==> config.mk <==
export PLATFORM = sky130hd
export DESIGN_NAME = nios2_mul_seq
export DESIGN_NICKNAME = d
export VERILOG_FILES = /design/src/rtl/nios2_mul_seq.sv
export SDC_FILE = /design/constraint.sdc
export NUM_CORES = 1
export LEC_CHECK = 0
export ABC_AREA = 1
export ABC_CLOCK_PERIOD_IN_PS = 4000
export CELL_PAD_IN_SITES_DETAIL_PLACEMENT = 2
export CELL_PAD_IN_SITES_GLOBAL_PLACEMENT = 2
export CORE_MARGIN = 3
export CORE_UTILIZATION = 31
export CTS_BUF_LIST = sky130_fd_sc_hd__clkbuf_4 sky130_fd_sc_hd__clkbuf_8
export DETAILED_ROUTE_END_ITERATION = 6
export PLACE_DENSITY_LB_ADDON = 0.1
export SYNTH_ARGS = -nofsm -noshare
export SYNTH_HDL_FRONTEND = slang
export SYNTH_SLANG_ARGS = --single-unit
==> constraint.sdc <==
create_clock -name clk -period 4 [get_ports clk]
set_input_delay 0.4 -clock clk [delete_from_list [all_inputs] [get_ports clk]]
set_output_delay 0.4 -clock clk [all_outputs]
set_load 0.03 [all_outputs]
==> src/rtl/nios2_mul_seq.sv <==
// rtl/nios2_mul_seq.sv - multi-cycle multiply sequencer feeding the Nios II 32x32 low-word multiply cell
module nios2_mul_seq #(
    parameter int CELL_LATENCY = 1
) (
    input  logic        clk,
    input  logic        reset,
    input  logic        req_valid,
    output logic        req_ready,
    input  logic [1:0]  req_op,
    input  logic [31:0] req_src1,
    input  logic [31:0] req_src2,
    output logic        resp_valid,
    input  logic        resp_ready,
    output logic [31:0] resp_result,
    output logic [31:0] cell_src1,
    output logic [31:0] cell_src2,
    input  logic [31:0] cell_result
);

    typedef enum logic [2:0] {IDLE, ISSUE, DRAIN, FIX, DONE} state_t;

    localparam logic [1:0] OP_MUL    = 2'b00;
    localparam logic [1:0] OP_MULXSU = 2'b10;
    localparam logic [1:0] OP_MULXSS = 2'b11;

    state_t      state, state_nxt;
    logic [31:0] a_q, b_q;
    logic [1:0]  op_q;
    logic [1:0]  pass_q;
    logic [1:0]  drain_q;
    logic [63:0] acc_q;
    logic [31:0] result_q;

    logic [CELL_LATENCY-1:0] tag_v;
    logic [1:0]              tag_p [CELL_LATENCY];

    logic        issuing;
    logic        last_pass;
    logic        drain_last;
    logic        tag_emerge;
    logic [5:0]  shift_amt;
    logic [63:0] acc_sum;
    logic [31:0] hi_fix;

    always_ff @(posedge clk) begin
        if (reset) begin
            state <= IDLE;
        end else begin
            state <= state_nxt;
        end
    end

    always_comb begin
        state_nxt  = state;
        req_ready  = 1'b0;
        resp_valid = 1'b0;
        cell_src1  = 32'd0;
        cell_src2  = 32'd0;
        issuing    = 1'b0;
        last_pass  = (op_q == OP_MUL) || (pass_q == 2'd3);
        drain_last = (drain_q == 2'(CELL_LATENCY - 1));
        case (state)
            IDLE: begin
                req_ready = !reset;
                if (req_valid && !reset) begin
                    state_nxt = ISSUE;
                end
            end
            ISSUE: begin
                issuing = 1'b1;
                if (!reset) begin
                    // mul uses the full words; mulx passes use zero-extended 16-bit halves
                    if (op_q == OP_MUL) begin
                        cell_src1 = a_q;
                        cell_src2 = b_q;
                    end else begin
                        cell_src1 = {16'd0, pass_q[0] ? a_q[31:16] : a_q[15:0]};
                        cell_src2 = {16'd0, pass_q[1] ? b_q[31:16] : b_q[15:0]};
                    end
                end
                if (last_pass) begin
                    state_nxt = DRAIN;
                end
            end
            DRAIN: begin
                if (drain_last) begin
                    state_nxt = (op_q == OP_MUL) ? DONE : FIX;
                end
            end
            FIX: begin
                state_nxt = DONE;
            end
            DONE: begin
                resp_valid = !reset;
                if (resp_ready) begin
                    state_nxt = IDLE;
                end
            end
            default: begin
                state_nxt = IDLE;
            end
        endcase
    end

    // Each tag carries its pass index so the returning word lands at the right shift
    always_comb begin
        tag_emerge = tag_v[CELL_LATENCY-1];
        case (tag_p[CELL_LATENCY-1])
            2'd0:    shift_amt = 6'd0;
            2'd3:    shift_amt = 6'd32;
            default: shift_amt = 6'd16;
        endcase
        acc_sum = acc_q + ({32'd0, cell_result} << shift_amt);
        hi_fix  = acc_q[63:32];
        if ((op_q == OP_MULXSU || op_q == OP_MULXSS) && a_q[31]) begin
            hi_fix = hi_fix - b_q;
        end
        if (op_q == OP_MULXSS && b_q[31]) begin
            hi_fix = hi_fix - a_q;
        end
    end

    always_ff @(posedge clk) begin
        if (reset) begin
            a_q      <= 32'd0;
            b_q      <= 32'd0;
            op_q     <= OP_MUL;
            pass_q   <= 2'd0;
            drain_q  <= 2'd0;
            acc_q    <= 64'd0;
            result_q <= 32'd0;
            tag_v    <= '0;
            for (int i = 0; i < CELL_LATENCY; i++) begin
                tag_p[i] <= 2'd0;
            end
        end else begin
            tag_v[0] <= issuing;
            tag_p[0] <= (op_q == OP_MUL) ? 2'd0 : pass_q;
            for (int i = CELL_LATENCY - 1; i > 0; i--) begin
                tag_v[i] <= tag_v[i-1];
                tag_p[i] <= tag_p[i-1];
            end
            if (state == IDLE && req_valid) begin
                a_q     <= req_src1;
                b_q     <= req_src2;
                op_q    <= req_op;
                pass_q  <= 2'd0;
                drain_q <= 2'd0;
                acc_q   <= 64'd0;
            end
            if (state == ISSUE) begin
                pass_q <= pass_q + 2'd1;
            end
            if (state == DRAIN) begin
                drain_q <= drain_q + 2'd1;
            end
            if (tag_emerge) begin
                acc_q <= acc_sum;
            end
            // The mul pass always emerges on the final drain cycle
            if (state == DRAIN && drain_last && op_q == OP_MUL) begin
                result_q <= acc_sum[31:0];
            end
            if (state == FIX) begin
                result_q <= hi_fix;
            end
        end
    end

    assign resp_result = result_q;

endmodule

== After elaboration in Yosys (flattened, before gate mapping) ==
Memories as Yosys holds them, arrays and structs flattened.
Cells that the tools add are included.

* Reduce and logical (&&, ||, !) cells: 19
* Shift operators: 1
* Add/subtract/negate cells: 5
* Mux-type cells: 33
* Eq/ne operators: 12

{| class="wikitable"
|+ Operator list
! operator !! number
|-
| $mux 32 || 10
|-
| $mux 64 || 2
|-
| $add 64x64->64 || 1
|-
| $shl 32x6->64 || 1
|-
| $sub 32x32->32 || 2
|-
| $mux 16 || 2
|-
| $mux 3 || 5
|-
| $pmux 3 s5 || 1
|-
| $pmux 6 s2 || 1
|-
| $mux 2 || 5
|-
| $eq 2x2->1 const B || 4
|-
| $ne 2x2->1 const B || 4
|-
| $reduce_bool 2->1 || 4
|-
| $mux 1 || 7
|-
| $eq 3x2->1 const B || 2
|-
| $logic_and 1x1->1 || 6
|-
| $logic_not 2->1 || 3
|-
| $add 2x1->2 const B || 2
|-
| $reduce_and 4->1 || 1
|-
| $eq 3x1->1 const B || 1
|-
| $eq 3x3->1 const B || 1
|-
| $logic_not 3->1 || 1
|-
| $logic_or 1x1->1 || 2
|-
| $reduce_or 2->1 || 1
|-
| $logic_not 1->1 || 1
|}

* Memories kept: 1
* Output and inout port bits: 98
* Bits in registers: 170
* Logic and storage cells: 80
* RAM bits: 2

{| class="wikitable"
|+ Memory list
! memory !! depth !! bits a word !! rd ports !! clocked after memory_dff !! wr ports !! RTL line !! RTL
|-
| tag_p || 1 || 2 || 1 || 0 || 1 || 35 || <nowiki>logic [1:0] tag_p [CELL_LATENCY];</nowiki>
|}

== Logic depth before layout (Yosys ltp) ==
* Depth in word-level cells: 7
* Mapped depth: 31

== Worst setup path after synthesis ==
Ideal clock, no wire load.

* Path kind: reg-to-reg
* Start: mem tag_p[0][0]
* End: reg result_q[20] (netlist: resp_result[20])
* Data arrival time: 3.067 ns
* Slack: 0.801 ns
* Library setup time: 0.132 ns
* Cell stages (with the launch flop): 22
* Period minus slack after synthesis: 3.199 ns
* Cell sequence: dfxtp_1 -> ha_1 -> clkbuf_1 -> or2_2 -> clkbuf_1 -> clkbuf_1 -> nor2_1 -> ha_1 -> fa_1 -> nand2_1 -> inv_1 -> nand2_1 -> nand2_2 -> nand2_1 -> nand2_2 -> a21oi_2 -> o21bai_1 -> or2_1 -> nand3_1 -> nand2_1 -> inv_1 -> a21oi_1

* Word-level cells in the longest chain between the ends: 7
* Elaborated cells on any way between the ends: 8
* Classes of those cells: 1 x add/sub; 1 x eq/ne; 1 x shift; 3 x mux; 1 x reduce/logical; 1 x memory

{| class="wikitable"
|+ RTL lines
! item !! RTL line !! RTL
|-
| start, declared || 35 ||
|-
| $mem_v2 1x2 (*) || -- ||
|-
| $eq 2x2->1 / $logic_not 2->1 (equally long branches) || 108 || <nowiki>case (tag_p[CELL_LATENCY-1])</nowiki>
|-
| $pmux 6 s2 (*) || 108 ||
|-
| $shl 32x6->64 (*) || 113 || <nowiki>acc_sum = acc_q + ({32'd0, cell_result} << shift_amt);</nowiki>
|-
| $add 64x64->64 (*) || 113 ||
|-
| $mux 32 (*) || 161 || <nowiki>if (state == DRAIN && drain_last && op_q == OP_MUL) begin</nowiki>
|-
| $mux 32 (*) || 164 || <nowiki>if (state == FIX) begin</nowiki>
|-
| end signal, assigned || 162 || <nowiki>result_q <= acc_sum[31:0];</nowiki>
|-
| end signal, assigned || 165 || <nowiki>result_q <= hi_fix;</nowiki>
|-
| end, declared || 32 || <nowiki>logic [31:0] result_q;</nowiki>
|}

Mark *: on every way between the ends. The rest lies on a longest branch, timed or not. The select of a mux whose other input is x is not followed.
A chain may end at the register's enable or synchronous reset.

== Worst setup path after layout ==
* Start: reg acc_q[43]
* End: reg result_q[31] (netlist: resp_result[31])

* Word-level cells in the longest chain between the ends: 5

{| class="wikitable"
|+ RTL lines
! item !! RTL line !! RTL
|-
| start, declared || 31 || <nowiki>logic [63:0] acc_q;</nowiki>
|-
| start signal, assigned || 158 || <nowiki>acc_q <= acc_sum;</nowiki>
|-
| $sub 32x32->32 || 116 || <nowiki>hi_fix = hi_fix - b_q;</nowiki>
|-
| $mux 32 (*) || 115 || <nowiki>if ((op_q == OP_MULXSU || op_q == OP_MULXSS) && a_q[31]) begin</nowiki>
|-
| $sub 32x32->32 || 119 || <nowiki>hi_fix = hi_fix - a_q;</nowiki>
|-
| $mux 32 (*) || 118 || <nowiki>if (op_q == OP_MULXSS && b_q[31]) begin</nowiki>
|-
| $mux 32 (*) || 164 ||
|}

Mark *: on every way between the ends. The rest lies on a longest branch, timed or not.

==> results by group <==
Synthesis
  • Post-synth EDFFs: 0
  • Seq cells post-synth: ~170
  • Net Count, Synth: 3235
  • Synth top area share: roughly a fifth
  • Mapped cell area: around 17000 um2
  • Top FF cell, synth: dfxtp_1
  • Leading area contributor after synthesis: dfxtp_1
  • Synth unique cells: 51
  • Ys async rst share: 0%
  • Sequential share of the synthesized area: 19.9%
  • Gate Count Post-Synth: 3002
  • Syn avg cell area: slightly below 6 um2
  • Post-synth top cells: nand2_1, inv_1, a21oi_1, nor2_1, o21ai_0
  • Largest cells by area after synthesis: dfxtp_1, nand2_1, a21oi_1
  • Most frequent cell after synthesis: nand2_1
  • Yosys Warn Count: 0

Drt
  • Antenna viol nets, final: 0
  • Vias/cell: 5.56
  • Drt pass-1 iters: 5
  • Vias: 22583
  • Total Wirelength: 113 mm
  • Initial detailed-routing violation count: approximately 1300
  • Routed wire per std cell: 27.8 um
  • # DRC: 0

Critical path
  • R2r setup slk: 0.02 ns
  • Reg2reg end: resp_result[31]
  • Crit Path Category: reg2reg
  • Critical path launch point type: flop
  • Crit path arrival time: between 4 and 5 ns
  • Worst path slowest cell: dfxtp_1
  • Worst setup path endpoint: resp_result[31]
  • Critical Path Fanout Max: 5
  • R2R Path Start: acc_q[43]
  • Required @ worst endpoint: 4.52 ns
  • Worst Reg-to-Reg Cells: 27
  • CP peak stage delay: 0.48 ns
  • Critical Path End Type: flop
  • Crit-path most repeated cell: nand2_1
  • CP startpoint: acc_q[43]

STA
  • Min Tclk post-route: just under 4 ns
  • Fmax: between 200 and 300 MHz
  • Max-slew violations: 0
  • Final setup viols: 0
  • Worst setup margin: 0.0241 ns
  • Period utilisation layout: approximately 99%
  • Clk_skew: 0.0345 ns
  • Hold Fails Final Rpt: 0
  • Setup repair after global routing missed its margin: yes
  • Final hold slack: 0.239 ns
  • Max-slew headroom: 29.0%
  • Worst-Margin Slew: 1.06 ns

Floorplan
  • IO Count: 200
  • Rows: 85
  • Die area: 58700 um2
  • Die width: 242 um
  • Core area: 54600 um2
  • Die Y: ~240 um
  • Starting Density: between 30% and 40%

Clock tree
  • TritonCTS Buffers: 17
  • H-tree levels: 4
  • TritonCTS clock tree: yes
  • Root buffer cell: clkbuf_8
  • Skew-Pair Late Insertion Delay: 0.60 ns
  • Clock-pin slew on the worst setup and hold paths: 0.14 ns
  • Deepest clock path buffer count: 2
  • CTS Sinks: 172

Place
  • PortBufs: 199
  • Pre-CTS WS: -0.395 ns
  • DP Wirelength: ~91 mm
  • Final Wtd Congestion: 1.01

Power
  • Logic pwr share: 58.3%
  • LEAKAGE: 10.7 nW
  • Sw Share: 51.9%
  • Worst vdd ir: 279 uV
  • Cell-internal power: 4.17 mW
  • Pwr Density: 379 nW/um2
  • Psw: between 4 and 5 mW
  • Clk pwr share: between 15 and 20%
  • Sequential share of power: 23.9%

GRT
  • Largest net degree at the start of global routing: 135
  • Grt ovf: 0
  • Initial antenna violation count: 5
  • All-Layer GR Usage: between 30% and 40%
  • First-pass GRT wire length: 157 mm
  • Vias in the first global route: 24084

Finish
  • Layout fillers: 6773
  • Final Util: 42.0%
  • Fin nets: around 3500
  • Area grow syn2layout: 32.4%
  • Layout cells sized above 1: 16.9%

Job
  • Total of max-cap violations: 0

Worst hold path
  • Hold WC Path Type: in2reg

Status
  • Status: completed
## worst min path at each step
stage                    from           to  slack (ns)  cells after the start
floorplan            acc_q[2]     acc_q[2]        0.45                      2
global placement     acc_q[0]     acc_q[0]        0.45                      2
detailed placement  acc_q[10]    acc_q[10]        0.46                      2
CTS                     reset  tag_p[0][1]        0.21                      2
global route            reset  tag_p[0][1]        0.22                      2
finish                  reset  tag_p[0][1]        0.24                      2
## metal layers
| metal | track usage (%) | part of all wire, % |
|---|---|---|
| met5 | 0 | 0.071 |
| met1 | 41.3 | 40 |
| met4 | 20.3 | 7.0 |
| met2 | 63.7 | 49 |
| met3 | 4.77 | 3.9 |
## critical path: cells and delay by family, from the launching register on
kind / cells / cell delay (ns)
simple gates: 18 / 1.70
compound gates: 5 / 0.90
fa+ha+maj: 2 / 0.52
flops: 1 / 0.48
buf+inv: 2 / 0.32
## area by class of cell
class / instances / area [um2] / area share [%]
clock inverters: 15 / 220 / 0.961
repair buffers: 387 / 3630 / 15.8
diodes: 1 / 2.50 / 0.0109
inverters: 418 / 1570 / 6.86
clock buffers: 17 / 234 / 1.02
flip-flops and latches: 172 / 3460 / 15.1
well taps: 739 / 925 / 4.04
multi-input cells: 2315 / 12900 / 56.2
## through the flow
step | cells | cell area [um2] | power [mW] | setup TNS (ns)
after floorplan | 3002 | 17300 | 4.55 | 0
after global placement | 4025 | 21400 | 6.38 | -0.927
after detailed placement | 4025 | 21400 | 6.55 | -1.40
after CTS | 4057 | 22100 | 8.17 | -0.00659
after global routing | 4064 | 22900 | 9.11 | -1.24
final | 4064 | 22900 | 8.67 | 0
## power by group through the flow
stage / clock, mW / combinational (mW) / sequential [mW]
after floorplan: 0 / 2.46 / 2.09
after global placement: 0 / 4.30 / 2.08
after detailed placement: 0 / 4.46 / 2.09
after CTS: 1.56 / 4.55 / 2.06
after global routing: 1.62 / 5.40 / 2.09
final: 1.55 / 5.05 / 2.07
## kinds of logic (layout without fill, tap and decap cells)
logic type	count (synthesis)	after routing	synth area share, %
simple gates	1421	1421	34.8
compound gates	717	717	22.1
buf+inv	515	837	11.3
flops	172	172	19.9
fa+ha+maj	131	131	9.60
xor+xnor	46	46	2.33
other cells	0	1	0
## cells in the final DEF, fill, tap and decap left out, types with 48 or more instances in the layout
cell               n
nor3_1            48
o21ai_0          234
inv_1            390
nand2_1          740
a21oi_1          318
dfxtp_1          162
ha_1              94
nand2_2           62
nor2_1           270
clkdlybuf4s50_1  139
nand3_1          162
buf_4            218
## sequential cells by signal, indices dropped and copies added (netlist names)
register	flops
tag_p	2
state	3
pass_q	2
resp_result	32
drain_q	2
op_q	2
b_q	32
tag_emerge	1
a_q	32
acc_q	64
## what timing repair did
item,in CTS,in global routing
endpoints found under the setup margin,15,37
gates resized for setup,46,200
pin swaps,0,21
buffers inserted,0,6
hold buffers,0,0
(Power assumes the default switching activity.)
